[src/rtl/result_serializer_pkg.sv]
// Shared types and constants for the result serializer.
// Holds the FSM state encoding, default sizing constants and the
// chunk-XOR fold used by the optional signature accumulator.
package result_serializer_pkg;

  localparam int WIDTH_DEF = 38;
  localparam int CNT_W_DEF = 6;
  localparam int SIG_W_DEF = 16;
  // Fold input is zero-extended to this width; zero chunks do not change
  // the XOR, so any WIDTH up to this value folds correctly.
  localparam int FOLD_IN_W = 64;

  typedef enum logic [1:0] {
    IDLE  = 2'd0,
    SHIFT = 2'd1,
    DONE  = 2'd2
  } state_e;

  // XOR of consecutive SIG_W_DEF-bit chunks; the top chunk is zero-padded.
  function automatic logic [SIG_W_DEF-1:0] fold(input logic [FOLD_IN_W-1:0] d);
    logic [SIG_W_DEF-1:0] acc;
    acc = '0;
    for (int i = 0; i < FOLD_IN_W / SIG_W_DEF; i++) begin
      acc = acc ^ d[i*SIG_W_DEF +: SIG_W_DEF];
    end
    return acc;
  endfunction

endpackage

[src/rtl/result_sig_accum.sv]
// Running signature register: sig <= rotl(sig, 1) ^ fold on each enable.
// Ports: clk_i, rst_ni (async active-low), en_i (capture-accept strobe),
//        fold_i (folded captured word), sig_o (current signature).
module result_sig_accum #(
  parameter int SIG_W = 16
) (
  input  logic             clk_i,
  input  logic             rst_ni,
  input  logic             en_i,
  input  logic [SIG_W-1:0] fold_i,
  output logic [SIG_W-1:0] sig_o
);

  logic [SIG_W-1:0] sig_q;
  logic [SIG_W-1:0] sig_d;

  always_comb begin
    sig_d = sig_q;
    if (en_i) begin
      sig_d = {sig_q[SIG_W-2:0], sig_q[SIG_W-1]} ^ fold_i;
    end
  end

  always_ff @(posedge clk_i or negedge rst_ni) begin
    if (!rst_ni) begin
      sig_q <= '0;
    end else begin
      sig_q <= sig_d;
    end
  end

  assign sig_o = sig_q;

endmodule

[src/rtl/result_serializer.sv]
// Captures a WIDTH-bit result word and shifts it out LSB first over valid/ready.
// Ports: clk, rst_n (async active-low), dst_in/capture (parallel load request),
//        sout/sout_valid/sout_ready (serial handshake), busy, done,
//        signature (only with RESULT_SERIALIZER_SIGNATURE_EN defined).
module result_serializer
  import result_serializer_pkg::*;
#(
  parameter int WIDTH = WIDTH_DEF,
  parameter int CNT_W = CNT_W_DEF
`ifdef RESULT_SERIALIZER_SIGNATURE_EN
  ,
  parameter int SIG_W = SIG_W_DEF
`endif
) (
  input  logic             clk,
  input  logic             rst_n,
  input  logic [WIDTH-1:0] dst_in,
  input  logic             capture,
  output logic             sout,
  output logic             sout_valid,
  input  logic             sout_ready,
  output logic             busy,
  output logic             done
`ifdef RESULT_SERIALIZER_SIGNATURE_EN
  ,
  output logic [SIG_W-1:0] signature
`endif
);

  if ((2 ** CNT_W) < WIDTH) begin : g_cnt_too_narrow
    $error("CNT_W too small for WIDTH");
  end

  localparam logic [CNT_W-1:0] LAST_IDX = CNT_W'(WIDTH - 1);

  state_e             state_q, state_d;
  logic [WIDTH-1:0]   shreg_q, shreg_d;
  logic [CNT_W-1:0]   cnt_q, cnt_d;
  logic               cap_acc;

  always_comb begin
    state_d = state_q;
    shreg_d = shreg_q;
    cnt_d   = cnt_q;
    cap_acc = 1'b0;
    unique case (state_q)
      IDLE: begin
        if (capture) begin
          shreg_d = dst_in;
          cnt_d   = '0;
          cap_acc = 1'b1;
          state_d = SHIFT;
        end
      end
      SHIFT: begin
        if (sout_ready) begin
          // Zero fills from the top, so the register is empty (sout=0)
          // once the whole word has been sent.
          shreg_d = shreg_q >> 1;
          if (cnt_q == LAST_IDX) begin
            cnt_d   = '0;
            state_d = DONE;
          end else begin
            cnt_d = cnt_q + 1'b1;
          end
        end
      end
      DONE: begin
        state_d = IDLE;
      end
      default: begin
        state_d = IDLE;
      end
    endcase
  end

  always_ff @(posedge clk or negedge rst_n) begin
    if (!rst_n) begin
      state_q <= IDLE;
      shreg_q <= '0;
      cnt_q   <= '0;
    end else begin
      state_q <= state_d;
      shreg_q <= shreg_d;
      cnt_q   <= cnt_d;
    end
  end

  // Outputs decode straight from registers so reset clears them at once.
  assign sout       = shreg_q[0];
  assign sout_valid = (state_q == SHIFT);
  assign busy       = (state_q != IDLE);
  assign done       = (state_q == DONE);

`ifdef RESULT_SERIALIZER_SIGNATURE_EN
  logic [SIG_W-1:0] fold_val;

  if (WIDTH > FOLD_IN_W) begin : g_fold_too_wide
    $error("WIDTH exceeds fold input width");
  end

  assign fold_val = SIG_W'(fold({{(FOLD_IN_W - WIDTH){1'b0}}, dst_in}));

  result_sig_accum #(
    .SIG_W (SIG_W)
  ) u_sig_accum (
    .clk_i  (clk),
    .rst_ni (rst_n),
    .en_i   (cap_acc),
    .fold_i (fold_val),
    .sig_o  (signature)
  );
`else
  logic unused_cap_acc;
  assign unused_cap_acc = cap_acc;
`endif

endmodule

[config.mk]
export PLATFORM = sky130hd
export DESIGN_NAME = result_serializer
export DESIGN_NICKNAME = d
export VERILOG_FILES = /design/src/rtl/result_serializer_pkg.sv /design/src/rtl/result_sig_accum.sv /design/src/rtl/result_serializer.sv
export SDC_FILE = /design/constraint.sdc
export NUM_CORES = 1
export LEC_CHECK = 0
export ABC_AREA = 0
export CORE_MARGIN = 3
export CORE_UTILIZATION = 40
export DETAILED_ROUTE_END_ITERATION = 7
export DONT_BUFFER_PORTS = 1
export PLACE_DENSITY = 0.62
export SKIP_CTS_REPAIR_TIMING = 1
export SLEW_MARGIN = 25
export SYNTH_ARGS = -nofsm -noshare
export SYNTH_HDL_FRONTEND = slang
export SYNTH_SLANG_ARGS = --single-unit
[constraint.sdc]
create_clock -name clk -period 1.8 [get_ports clk]
set_input_delay 0.36 -clock clk [delete_from_list [all_inputs] [get_ports clk]]
set_output_delay 0.36 -clock clk [all_outputs]
set_load 0.005 [all_outputs]
==> results by group, run 1 <==
Setup path
  – Crit path from: state_q[0]
  – CP max stage delay: 0.49 ns
  – Critical Path End Type: output port
  – Worst EP required: ~1.4 ns
  – Crit-path cells: inv_1, nor2_4, buf_12
  – Delay-heaviest family, CP: flip-flops
  – Worst Path Buf+Inv: 2
  – Crit path DAT: 1.30 ns
  – Startpoint Class: flop
  – RR Startpoint: cnt_q[1]
  – Crit path max fanout: 24
  – Slowest CP cell: dfrtp_1
  – Setup CP Type: flop to output port

Layout
  – Layout cells sized above 1: 7.51%
  – Area delta synth->final: 8.50%
  – Fin util: 45.4%
  – N_diodes: 0
  – Design Area, Final: 0.00235 mm^2
  – Nets: 257

Clock network
  – Num Clock Sinks: 46
  – CTS tree: built
  – Worst-skew pair later-pin latency: around 0.29 ns
  – CTS Buf Count: 5
  – Max clock buf depth: 2
  – Clock Tree Root: clkbuf_8
  – # H-tree levels: 2
  – Clk slew on worst S/H paths: 0.08 ns

Placement
  – RePlAce Congestion: 0.793
  – I/O Buffers: 0
  – Post-DP HPWL: 2840 um
  – Dpl cell area: 0.00223 mm^2

Timing
  – Setup Skew: 0.00783 ns
  – Max-Slew Margin vs Limit: approximately four fifths
  – Final Hold Vio Count: 0
  – Crit share post-route: ~92%
  – Max-slew violation count: 0
  – Fmax: 0.604 GHz
  – Slew @ Worst Pin: 0.273 ns
  – Setup violators final: 0
  – RSZ-0062 raised after global routing: false
  – Clock period minus worst slack: 1.66 ns
  – Fin Setup TNS: 0 ns

Synthesis
  – Synth unique cells: 22
  – Yosys synthesis warning count: 0
  – Post-synthesis average cell area: between 10 and 15 um^2
  – Post-Syn Instances: 214
  – Mapped cell area: between 0.002 and 0.0025 mm^2
  – Post-Syn Nets: 258
  – Adder-Cell Fraction of Synth Area: 1.16%
  – Mux share of post-synthesis cell area: 17.6%
  – Compound-gate portion of the synthesized area: 12.3%
  – Xor/xnor cell area share of the yosys netlist: 0%
  – FF+latch count, synth: 46
  – Largest family of logic cells by synthesized area: multiplexers
  – Seq/Total Area, Yosys: 53.2%
  – Post-Synth Simple-Gate Area: a little under an eighth

Global routing
  – First-pass GRT wire length: 6830 um
  – Largest net degree at the start of global routing: 47
  – GRT Total Usage: 13.8%
  – Vias in the first global route: between 1,000 and 1,500
  – Total gr overflow: 0
  – Initial antenna violation count: 0

Power and ir drop
  – Leakage: 1.24 nW
  – Power per Cell Area: 1280 mW/mm^2
  – Final Power: a little over 3 mW
  – VDD IR max: 548 uV

Floorplanning
  – Die footprint: 0.00633 mm^2
  – Starting Density: 41.8%
  – Die height: between 70 and 80 um
  – Core ar.: 0.00517 mm^2
  – I/O Pins: 46
  – Chip width: just under 80 um
  – Num rows: 26

Routing
  – Vias: 1,444
  – DRC Markers: 0
  – Starting DRC count in detailed routing: 48
  – Vias per cell: 5.10
  – Final WL: 3990 um
  – Initial DRT Pass Iterations: 4
  – Post-route ant nets: 0
  – Routed len/inst: 14.1 um

Status
  – Status: complete, no violations

Flow run
  – Max-cap viol count: 0

Hold path
  – Hold_sp: capture
  – HP Class: primary input to flop
==> sequential cells by signal, indices dropped and copies added (netlist names) <==
name     flops
cnt_q        6
shreg_q     38
state_q      2
==> worst paths after layout <==
kind                            depth (start not counted)          end  slack (ns)
min in group asynchronous                               2  shreg_q[15]        0.59
worst min-delay path                                    2  shreg_q[37]        0.20
worst max-delay path                                    3   sout_valid        0.14
max in group asynchronous                               2   state_q[1]        1.00
worst max register to register                          5     cnt_q[1]        0.22
worst min register to register                          2  shreg_q[27]        0.48
==> final cells by class <==
class | instances | area [um^2]
multi-input combinational | 148 | 925
inverter | 5 | 18.8
clock buffer | 5 | 68.8
tap | 70 | 87.6
clock inverter | 2 | 10.0
fill | 486 | 2820
sequential | 46 | 1150
timing repair buffer | 7 | 87.6
==> cell usage after synthesis, drive strengths merged <==
cell	instances	area (um^2)
a32o	1	10.0
dfrtp	46	1150
o21ai	42	210
a31oi	2	12.5
buf	6	42.5
or4	2	15.0
and2	1	6.26
mux2i	38	380
inv	5	18.8
clkbuf	9	33.8
nand4	1	6.26
and3	1	6.26
ha	2	25.0
nand2b	1	6.26
nand2	44	165
o221a	1	11.3
a21o	1	7.51
nand3	4	20.0
o31ai	2	15.0
nor2	5	21.3
==> power by group <==
group / switching, mW / internal (mW)
combinational: 0.414 / 0.378
clock: 0.328 / 0.261
sequential: 0.233 / 1.40
total: 0.975 / 2.04
==> cells by family after synthesis <==
group | after synthesis
DFF | 46
buffers and inverters | 20
and+or+nand+nor | 59
muxes | 38
adders and majority gates | 2
AOI/OAI and AO/OA | 49
==> per-stage QoR <==
stage | cells | setup WS (ns) | hold WS, ns
6_report | 283 | 0.143 | 0.204
5_1_grt | 283 | 0.0249 | 0.205
4_1_cts | 281 | 0.129 | -0.262
3_5_place_dp | 274 | 0.215 | 0.0656
3_3_place_gp | 274 | 0.247 | 0.0658
2_1_floorplan | 214 | 0.289 | 0.0644
==> metal layers <==
layer / vias up / GRT usage (%) / wire [um]
met5: - / 0 / 0
met4: 0 / 4.12 / 23
met3: 4 / 6.32 / 356
met2: 41 / 19.4 / 1750
met1: 666 / 18.9 / 1870
li1: 733 / - / -
==> layout by cell type (no fill, tap or decap), types with 4 or more instances in the layout <==
cell,count
dfrtp_1,46
o21ai_0,42
mux2i_1,38
buf_4,4
clkbuf_8,5
nor2_1,4
nand3_1,4
inv_1,5
nand2_1,44
(Power assumes the default switching activity.)
==> inputs of run 2 (changes only) <==
--- a/config.mk
+++ b/config.mk
@@ -6,6 +6,7 @@
 export NUM_CORES = 1
 export LEC_CHECK = 0
 export ABC_AREA = 0
+export ABC_CLOCK_PERIOD_IN_PS = 1800
 export CORE_MARGIN = 3
 export CORE_UTILIZATION = 40
 export DETAILED_ROUTE_END_ITERATION = 7
==> results of run 2 <==
Same layout as run 1: the final DEF is identical, and so are final timing and power.
